`config.mk`:
```
export PLATFORM = sky130hd
export DESIGN_NAME = rv_go_hazard_ctrl
export DESIGN_NICKNAME = d
export VERILOG_FILES = /design/src/rtl/rv_go_hazard_ctrl.sv
export SDC_FILE = /design/constraint.sdc
export NUM_CORES = 1
export LEC_CHECK = 0
export BUFFER_PORTS_ARGS = -buffer_cell sky130_fd_sc_hd__buf_2
export CAP_MARGIN = 15
export CORE_ASPECT_RATIO = 2
export CORE_MARGIN = 8
export CORE_UTILIZATION = 45
export CTS_BUF_LIST = sky130_fd_sc_hd__clkbuf_8 sky130_fd_sc_hd__clkbuf_16
export CTS_CLUSTER_DIAMETER = 200
export DETAILED_ROUTE_END_ITERATION = 16
export HOLD_SLACK_MARGIN = 0.06
export PLACE_DENSITY = 0.7
export SYNTH_ARGS = -nofsm -noshare
export SYNTH_HDL_FRONTEND = slang
export SYNTH_SLANG_ARGS = --single-unit
```
`constraint.sdc`:
```
create_clock -name clk -period 2.1 [get_ports clk]
set_input_delay 0.105 -clock clk [delete_from_list [all_inputs] [get_ports clk]]
set_output_delay 0.105 -clock clk [all_outputs]
set_load 0.05 [all_outputs]
```
`src/rtl/rv_go_hazard_ctrl.sv`:
```
// rv_go hazard controller: hazard detection, forwarding select,
// load-use interlock, redirect flush and saturating stall/flush counters.
module rv_go_hazard_ctrl #(
    parameter int REG_AW = 5,
    parameter int FWD_EN = 1,
    parameter int CNT_W  = 32
) (
    input  logic              clk,
    input  logic              rst,
    input  logic              id_valid,
    input  logic [REG_AW-1:0] id_rs1,
    input  logic [REG_AW-1:0] id_rs2,
    input  logic              id_use_rs1,
    input  logic              id_use_rs2,
    input  logic [REG_AW-1:0] id_rd,
    input  logic              id_reg_w,
    input  logic              id_mem_to_reg,
    input  logic              ex_redirect,
    output logic              stall_if,
    output logic              stall_id,
    output logic              flush_id,
    output logic              bubble_ex,
    output logic [1:0]        fwd_a_sel,
    output logic [1:0]        fwd_b_sel,
    output logic              id_bypass_a,
    output logic              id_bypass_b,
    output logic [CNT_W-1:0]  stall_cnt,
    output logic [CNT_W-1:0]  flush_cnt
);

    typedef struct packed {
        logic              valid;
        logic [REG_AW-1:0] rd;
        logic              reg_w;
        logic              mem_to_reg;
    } stg_t;

    stg_t              e_q, m_q, w_q;
    logic [REG_AW-1:0] e_rs1, e_rs2;
    logic              e_use1, e_use2;
    logic              dep, stall;

    // A writer targeting x0 never matches any reader.
    function automatic logic match(stg_t s, logic [REG_AW-1:0] r,
                                   logic use_r);
        return s.valid & s.reg_w & (s.rd != '0) & (s.rd == r) & use_r;
    endfunction

    function automatic logic [1:0] fwd_sel(stg_t m, stg_t w,
                                           logic [REG_AW-1:0] r,
                                           logic use_r);
        if (match(m, r, use_r) && !m.mem_to_reg) return 2'b01;
        if (match(w, r, use_r)) return 2'b10;
        return 2'b00;
    endfunction

    generate
        if (FWD_EN != 0) begin : g_fwd
            always_comb begin
                dep = id_valid & e_q.valid & e_q.mem_to_reg &
                      (match(e_q, id_rs1, id_use_rs1) |
                       match(e_q, id_rs2, id_use_rs2));
                fwd_a_sel = fwd_sel(m_q, w_q, e_rs1, e_use1);
                fwd_b_sel = fwd_sel(m_q, w_q, e_rs2, e_use2);
            end
        end else begin : g_stall
            always_comb begin
                dep = id_valid &
                      (match(e_q, id_rs1, id_use_rs1) |
                       match(m_q, id_rs1, id_use_rs1) |
                       match(e_q, id_rs2, id_use_rs2) |
                       match(m_q, id_rs2, id_use_rs2));
                fwd_a_sel = 2'b00;
                fwd_b_sel = 2'b00;
            end
        end
    endgenerate

    // Redirect wins: the stalled D instruction is on the wrong path anyway.
    assign stall       = dep & ~ex_redirect;
    assign stall_if    = stall;
    assign stall_id    = stall;
    assign flush_id    = ex_redirect;
    assign bubble_ex   = stall | ex_redirect;
    assign id_bypass_a = id_valid & match(w_q, id_rs1, id_use_rs1);
    assign id_bypass_b = id_valid & match(w_q, id_rs2, id_use_rs2);

    always_ff @(posedge clk) begin
        if (rst) begin
            e_q    <= '0;
            m_q    <= '0;
            w_q    <= '0;
            e_rs1  <= '0;
            e_rs2  <= '0;
            e_use1 <= 1'b0;
            e_use2 <= 1'b0;
        end else begin
            w_q <= m_q;
            m_q <= e_q;
            if (bubble_ex || !id_valid) begin
                e_q    <= '0;
                e_rs1  <= '0;
                e_rs2  <= '0;
                e_use1 <= 1'b0;
                e_use2 <= 1'b0;
            end else begin
                e_q    <= '{1'b1, id_rd, id_reg_w, id_mem_to_reg};
                e_rs1  <= id_rs1;
                e_rs2  <= id_rs2;
                e_use1 <= id_use_rs1;
                e_use2 <= id_use_rs2;
            end
        end
    end

    always_ff @(posedge clk) begin
        if (rst) begin
            stall_cnt <= '0;
            flush_cnt <= '0;
        end else begin
            if (stall_id && stall_cnt != '1)
                stall_cnt <= stall_cnt + CNT_W'(1);
            if (ex_redirect && flush_cnt != '1)
                flush_cnt <= flush_cnt + CNT_W'(1);
        end
    end

endmodule

```
==> flow_summary.json, run 1 <==
{
  "clock_sinks": 99,
  "final_cell_count_no_fill": 836,
  "die-area_sq_mm": 0.0143,
  "numPortBuffers": 96,
  "antennaDiodeCount": 0,
  "grt_pass1_wl_microns": 23200,
  "drc": 0,
  "clk_latency_ps": 340,
  "ys_seq_area_share_pct": 41.8,
  "via_per_inst": 5.53,
  "ios": 97,
  "cp_common_cell": "nand4_1",
  "run_status": "finished, final reports clean",
  "drtAntennaViolNets": 0,
  "cts_buffers": 9,
  "use_met1_pct": 19.4,
  "fill_cells": 924,
  "nets": 719,
  "fmax_ghz": 0.478,
  "cp-start-kind": "input pin",
  "yosysTopAreaCellShare_pct": 41.8,
  "wl_per_cell_microns": 17.3,
  "met3_usage_pct": 4.89,
  "synthesis.area_sq_mm": 0.00474,
  "ir_drop_v": 0.000445,
  "critPathMaxFanout": 13,
  "synth_largest_area_cell": "dfxtp_1",
  "grt_pass1_vias": 4834,
  "yosys-top-cells-area": "dfxtp_1 42%, xor2_1 7.6%, xnor2_1 5.2%",
  "grt_util_met2_pct": 39.1,
  "area_growth_syn_to_layout_pct": 34.1,
  "timing_hold_violations_final": 0,
  "fp.dieH_microns": 161,
  "die_x_microns": 88.6,
  "hold_class": "input pin to register",
  "slowest_stage": "dlygate4sd3_1",
  "hpwlAfterDp_microns": 10800,
  "ctsRootBufferMaster": "clkbuf_16",
  "finalPower_mw": 3.73,
  "grt_antenna_before_repair": 0,
  "grt_max_degree": 48,
  "tightest_slew_ps": 536,
  "required_ps": 2370,
  "core_area_sq_mm": 0.0104,
  "hold_start": "id_rs2[1]",
  "path_cells": "dlygate4sd3_1 -> buf_2 -> xnor2_1 -> nand4_1 -> o22ai_2 -> buf_6 -> nand4_1 -> buf_4 -> or4_1 -> a21oi_2",
  "max_stage_delay_ps": 530,
  "gr-total-overflow": 0,
  "start_util_pct": 45.5,
  "grt.busiest_layer": "met2",
  "track_usage_pct": 20.7,
  "arrival_ps": 2360,
  "num_vias": 4627,
  "wl_microns": 14500,
  "maxCapViolCount": 0,
  "worstHoldEndpoint": "e_rs2[1]$_SDFF_PP0_",
  "r2r_end": "stall_cnt[11]$_SDFFE_PP0P_",
  "cellPowerDensity_mw_per_mm2": 588,
  "synth_cell_types": 48,
  "postSynthCellCount": 548,
  "hold_depth": 2,
  "rr_worst_depth": 8,
  "syn_area_per_cell_sq_um": 8.64,
  "syn-num-nets": 573,
  "synth-main-ff-cell": "dfxtp_1",
  "slew_violations": 0,
  "cts_tree": "done",
  "clk_path_buf_depth": 2,
  "dr.pass1.iters": 4,
  "r2r_start": "e_q[2]$_SDFF_PP0_",
  "rrSetupSlack_ps": 60,
  "end_kind": "register",
  "setup_viol": 0,
  "drive_above_1_share_pct": 32.0,
  "synth_edf_count": 0,
  "cts_max_level": 3,
  "dp_cells": 794,
  "yosysWarnings": 0,
  "clk_pin_slew_worst_paths_ps": 70,
  "period_share_pct": 99.6,
  "max_slew_margin_pct": 64.3,
  "p_leak_nw": 2.64,
  "drt_iter0_drc": 181,
  "critPathKind": "input pin to register",
  "ys_seq_elements": 99,
  "rows": 53,
  "globalplace.congestion": 0.892,
  "clock_skew_ps": 9.28,
  "async_reset_ff_share_pct": 0,
  "post-route-min-period_ps": 2090
}
## worst max path at each step
| stage | start | end |
|---|---|---|
| 2_1_floorplan | flush_cnt[12]$_SDFFE_PP0P_ | flush_cnt[7]$_SDFFE_PP0P_ |
| 3_3_place_gp | stall_cnt[12]$_SDFFE_PP0P_ | stall_cnt[27]$_SDFFE_PP0P_ |
| 3_5_place_dp | stall_cnt[12]$_SDFFE_PP0P_ | stall_cnt[27]$_SDFFE_PP0P_ |
| 4_1_cts | id_rs2[3] | stall_id |
| 5_1_grt | id_rs1[4] | stall_cnt[6]$_SDFFE_PP0P_ |
| 6_report | id_rs1[0] | stall_cnt[11]$_SDFFE_PP0P_ |
## Yosys cell counts, types with 12 or more instances
| library cell | number |
|---|---|
| clkbuf_1 | 18 |
| nor2b_1 | 23 |
| nor4_1 | 13 |
| nor2_1 | 51 |
| nor3_1 | 13 |
| and2_1 | 23 |
| nand3_1 | 31 |
| xnor2_1 | 28 |
| or4_1 | 12 |
| nand2_1 | 36 |
| xor2_1 | 41 |
| or3_1 | 18 |
| nand4_1 | 31 |
| a21oi_1 | 25 |
| dfxtp_1 | 99 |
| o21ai_0 | 18 |
## worst max-delay path: cells and delay by family
kind / cells / cell delay [ps]
AO/OA/AOI/OAI: 2 / 390
buffers and inverters: 4 / 1030
XOR/XNOR: 1 / 170
AND/OR/NAND/NOR: 3 / 660
## power breakdown
part / leakage, nW / internal, mW / switching, mW
clock: 0.137 / 0.917 / 0.708
sequential: 0.826 / 1.88 / 0.0184
combinational: 1.68 / 0.0941 / 0.120
total: 2.64 / 2.89 / 0.847
## layout make-up
cell class | instances | area (sq um) | share of cell area [%]
inverters | 9 | 33.8 | 0.532
multi-input cells | 417 | 2730 | 43.0
repair buffers | 158 | 1050 | 16.5
clock inverters | 7 | 66.3 | 1.04
clock buffers | 9 | 225 | 3.55
well taps | 137 | 171 | 2.70
flip-flops and latches | 99 | 2070 | 32.6
## registers in the layout, summed over array words and instances, names as in the netlist
name / count
stall_cnt: 32
w_q: 7
e_q: 8
flush_cnt: 32
e_use2: 1
m_q: 8
e_use1: 1
e_rs2: 5
e_rs1: 5
## metal layers
layer | part of all wire [%] | vias to the layer above
met4 | 3.7 | 0
met3 | 4.7 | 41
met1 | 35 | 2231
met5 | 0 | -
met2 | 56 | 118
li1 | - | 2237
## stage by stage
stage	util, %	worst slack, ps	hold slack (ps)	TNS [ps]	area, sq um
2_1_floorplan	-	-32.5	227	-76.9	4870
3_5_place_dp	55.0	41.7	310	0	5720
4_1_cts	59.7	5.65	60.9	0	6210
6_report	61.0	7.77	87.7	0	6350
3_3_place_gp	55.0	69.3	307	0	5720
5_1_grt	61.0	-32.9	67.7	-231	6350
## logic make-up after synthesis
logic type      count (synthesis)  share of synthesized area [%]
flops                          99                           41.8
xor+xnor                       69                           12.8
fa+ha+maj                       2                          0.528
compound gates                 64                           8.43
mux                             6                           1.37
simple gates                  276                           32.4
buf+inv                        32                           2.72
## cell usage in the layout (no fill, tap or decap), drive strengths merged, types with 2 or more instances in the layout
cell type,instances
buf,140
a211oi,2
or4,12
clkbuf,9
nor4,16
and3,8
nor3,13
xnor2,28
xor2,41
nand2,36
nor2,51
nand3,31
nand4,32
o21ai,19
dlygate4sd3,18
and2,23
ha,2
inv,10
a21oi,26
mux2,4
clkinv,3
clkinvlp,2
mux2i,2
nor2b,23
dfxtp,99
o31ai,7
and4,7
or3,18
and4b,2
## timing repair
action                                  in CTS  in global routing
buffers inserted                             2                  6
pin swaps                                    0                 11
resized for setup                            6                 23
hold buffers                                17                  1
hold endpoints to repair                    17                  1
endpoints found under the setup margin       4                 24
Note: power is estimated with default switching activity, not from simulation.
==> run 2: changes to the inputs <==
==> constraint.sdc (replaced) <==
create_clock -name clk -period 2.1 [get_ports clk]
set_input_delay 0.105 -clock clk [delete_from_list [all_inputs] [get_ports clk]]
set_output_delay 0.105 -clock clk [all_outputs]
set_load 0.01 [all_outputs]
==> run 2 against run 1 <==
Sequential cell count unchanged. Die area unchanged. Global-route usage increased by 0.43 points. Fmax rose by 0.14%. Sequential power barely moved. Clock skew about the same. Power decreased by 2.2%. Worst hold slack lost 15 ps. Clock power is 6% lower. Worst setup slack gained 2.9 ps. Combinational power shrank 7%. Cell area fell by 0.37%. Critical path type is now register to register. Largest cell class unchanged. Highest routed layer unchanged.
==> flow_summary.json, run 2 (synthesis gave the netlist of run 1 again) <==
{
  "rsz0062_at_grt": "yes",
  "wl_microns": 14800,
  "multi_input_area_sq_mm": 0.00271,
  "slowest_stage": "or4_1",
  "setup_ws_ps": 10.7,
  "clk_path_buf_depth": 2,
  "clock_skew_ps": 9.25,
  "rows": 53,
  "p_leak_nw": 2.68,
  "post-route-min-period_ps": 2090,
  "ctsRootBufferMaster": "clkbuf_16",
  "drive_above_1_share_pct": 27.8,
  "max_slew_margin_pct": 63.6,
  "final_cell_mix": "95 x buf_2, 94 x dfxtp_1, 57 x buf_4",
  "die-area_sq_mm": 0.0143,
  "fmax_ghz": 0.479,
  "top_regs": "flush_cnt x32, stall_cnt x32",
  "hold_class": "input pin to register",
  "cts_buffers": 9,
  "drc": 0,
  "crit_family": "simple AND/OR/NAND/NOR gates",
  "max_stage_delay_ps": 400,
  "cp-start-kind": "register",
  "wl_per_cell_microns": 17.4,
  "drt_iter0_drc": 281,
  "grt_antenna_before_repair": 0,
  "grt_pass1_wl_microns": 23300,
  "nets": 736,
  "start_util_pct": 45.5,
  "run_status": "finished, final reports clean",
  "final_core_util_pct": 60.8,
  "cp_num_buf_inv": 2,
  "clk_pin_slew_worst_paths_ps": 70,
  "area_growth_syn_to_layout_pct": 33.6,
  "fp.dieH_microns": 161,
  "via_per_inst": 5.51,
  "end_kind": "register",
  "grt_pass1_vias": 4924,
  "antennaDiodeCount": 0,
  "cellPowerDensity_mw_per_mm2": 577,
  "tightest_slew_ps": 545,
  "clk_latency_ps": 350,
  "seq_area_sq_mm": 0.00199,
  "globalplace.congestion": 0.904,
  "path_cells": "nand4_4 -> buf_4 -> nor4_4 -> nor2b_1 -> nand3_1 -> buf_6 -> or4_1 -> a21oi_1",
  "cts_max_level": 3,
  "slew_violations": 0,
  "grt_max_degree": 42,
  "die_x_microns": 88.6,
  "cts_tree": "done",
  "fill_cells": 962,
  "ios": 97,
  "num_vias": 4703,
  "gr-total-overflow": 0,
  "critPathKind": "register to register",
  "setup_viol": 0,
  "final_common_cell": "buf_2",
  "dr.pass1.iters": 4,
  "arrival_ps": 2370,
  "hpwlAfterDp_microns": 11300,
  "maxCapViolCount": 0,
  "clock_sinks": 99,
  "ir_drop_v": 0.000439,
  "pre_cts_ws_ps": 11.2,
  "period_share_pct": 99.5,
  "numPortBuffers": 96,
  "critPathMaxFanout": 15,
  "core_area_sq_mm": 0.0104,
  "track_usage_pct": 21.1,
  "timing_hold_violations_final": 0,
  "drtAntennaViolNets": 0,
  "required_ps": 2380
}
run 2: changes by cell type in the layout (fill, tap and decap cells not counted), moves of 3 or more:
cell	change
or4_1	+3
or4_4	-3
dfxtp_1	+38
dfxtp_2	-24
buf_2	+4
dfxtp_4	-14
buf_4	+15
run 2: per-layer routing:
layer,part of all wire (%),track usage (%)
met3,4.2,4.17
met4,4.4,12.4
met1,34,18.2
met5,0,0
met2,57,41.5
run 2: path summary, 6_finish.rpt:
path | startpoint | end | slack, ps | cells past startpoint
worst max register to register | stall_cnt[12]$_SDFFE_PP0P_ | stall_cnt[28]$_SDFFE_PP0P_ | 10 | 8
worst max-delay path | stall_cnt[12]$_SDFFE_PP0P_ | stall_cnt[28]$_SDFFE_PP0P_ | 10 | 8
worst min register to register | e_q[1]$_SDFF_PP0_ | m_q[1]$_SDFF_PP0_ | 470 | 1
worst min-delay path | id_rs2[0] | e_rs2[0]$_SDFF_PP0_ | 70 | 2
run 2: power breakdown:
| group | leakage, nW | internal, mW | switching, mW |
|---|---|---|---|
| combinational | 1.76 | 0.0951 | 0.104 |
| sequential | 0.803 | 1.89 | 0.0182 |
| clock | 0.124 | 0.806 | 0.736 |
| total | 2.68 | 2.80 | 0.858 |
run 2: through the flow:
stage / instances / instance area [sq um] / power, mW / hold slack, ps / setup TNS [ps]
2_1_floorplan: 548 / 4770 / 2.05 / 227 / 0
4_1_cts: 848 / 6220 / 3.68 / 64.9 / 0
3_3_place_gp: 814 / 5760 / 2.12 / 322 / 0
3_5_place_dp: 814 / 5760 / 2.12 / 324 / 0
6_report: 853 / 6330 / 3.65 / 73.0 / 0
5_1_grt: 853 / 6330 / 3.77 / 88.6 / -265
run 2: area by class of cell:
type                    instances  area share, %
well taps                     137           2.71
inverters                       9          0.534
repair buffers                175           18.2
clock inverters                 7          0.831
flip-flops and latches         99           31.5
clock buffers                   9           3.56
multi-input cells             417           42.8
run 2: repair_timing:
| action | 4_1_cts | 5_1_grt |
|---|---|---|
| pin swaps | 0 | 2 |
| buffers inserted | 0 | 5 |
| cloned | 0 | 1 |
| hold buffers | 18 | 0 |
| resized for setup | 1 | 15 |
| endpoints found under the hold margin | 18 | 0 |
| endpoints found under the setup margin | 1 | 37 |
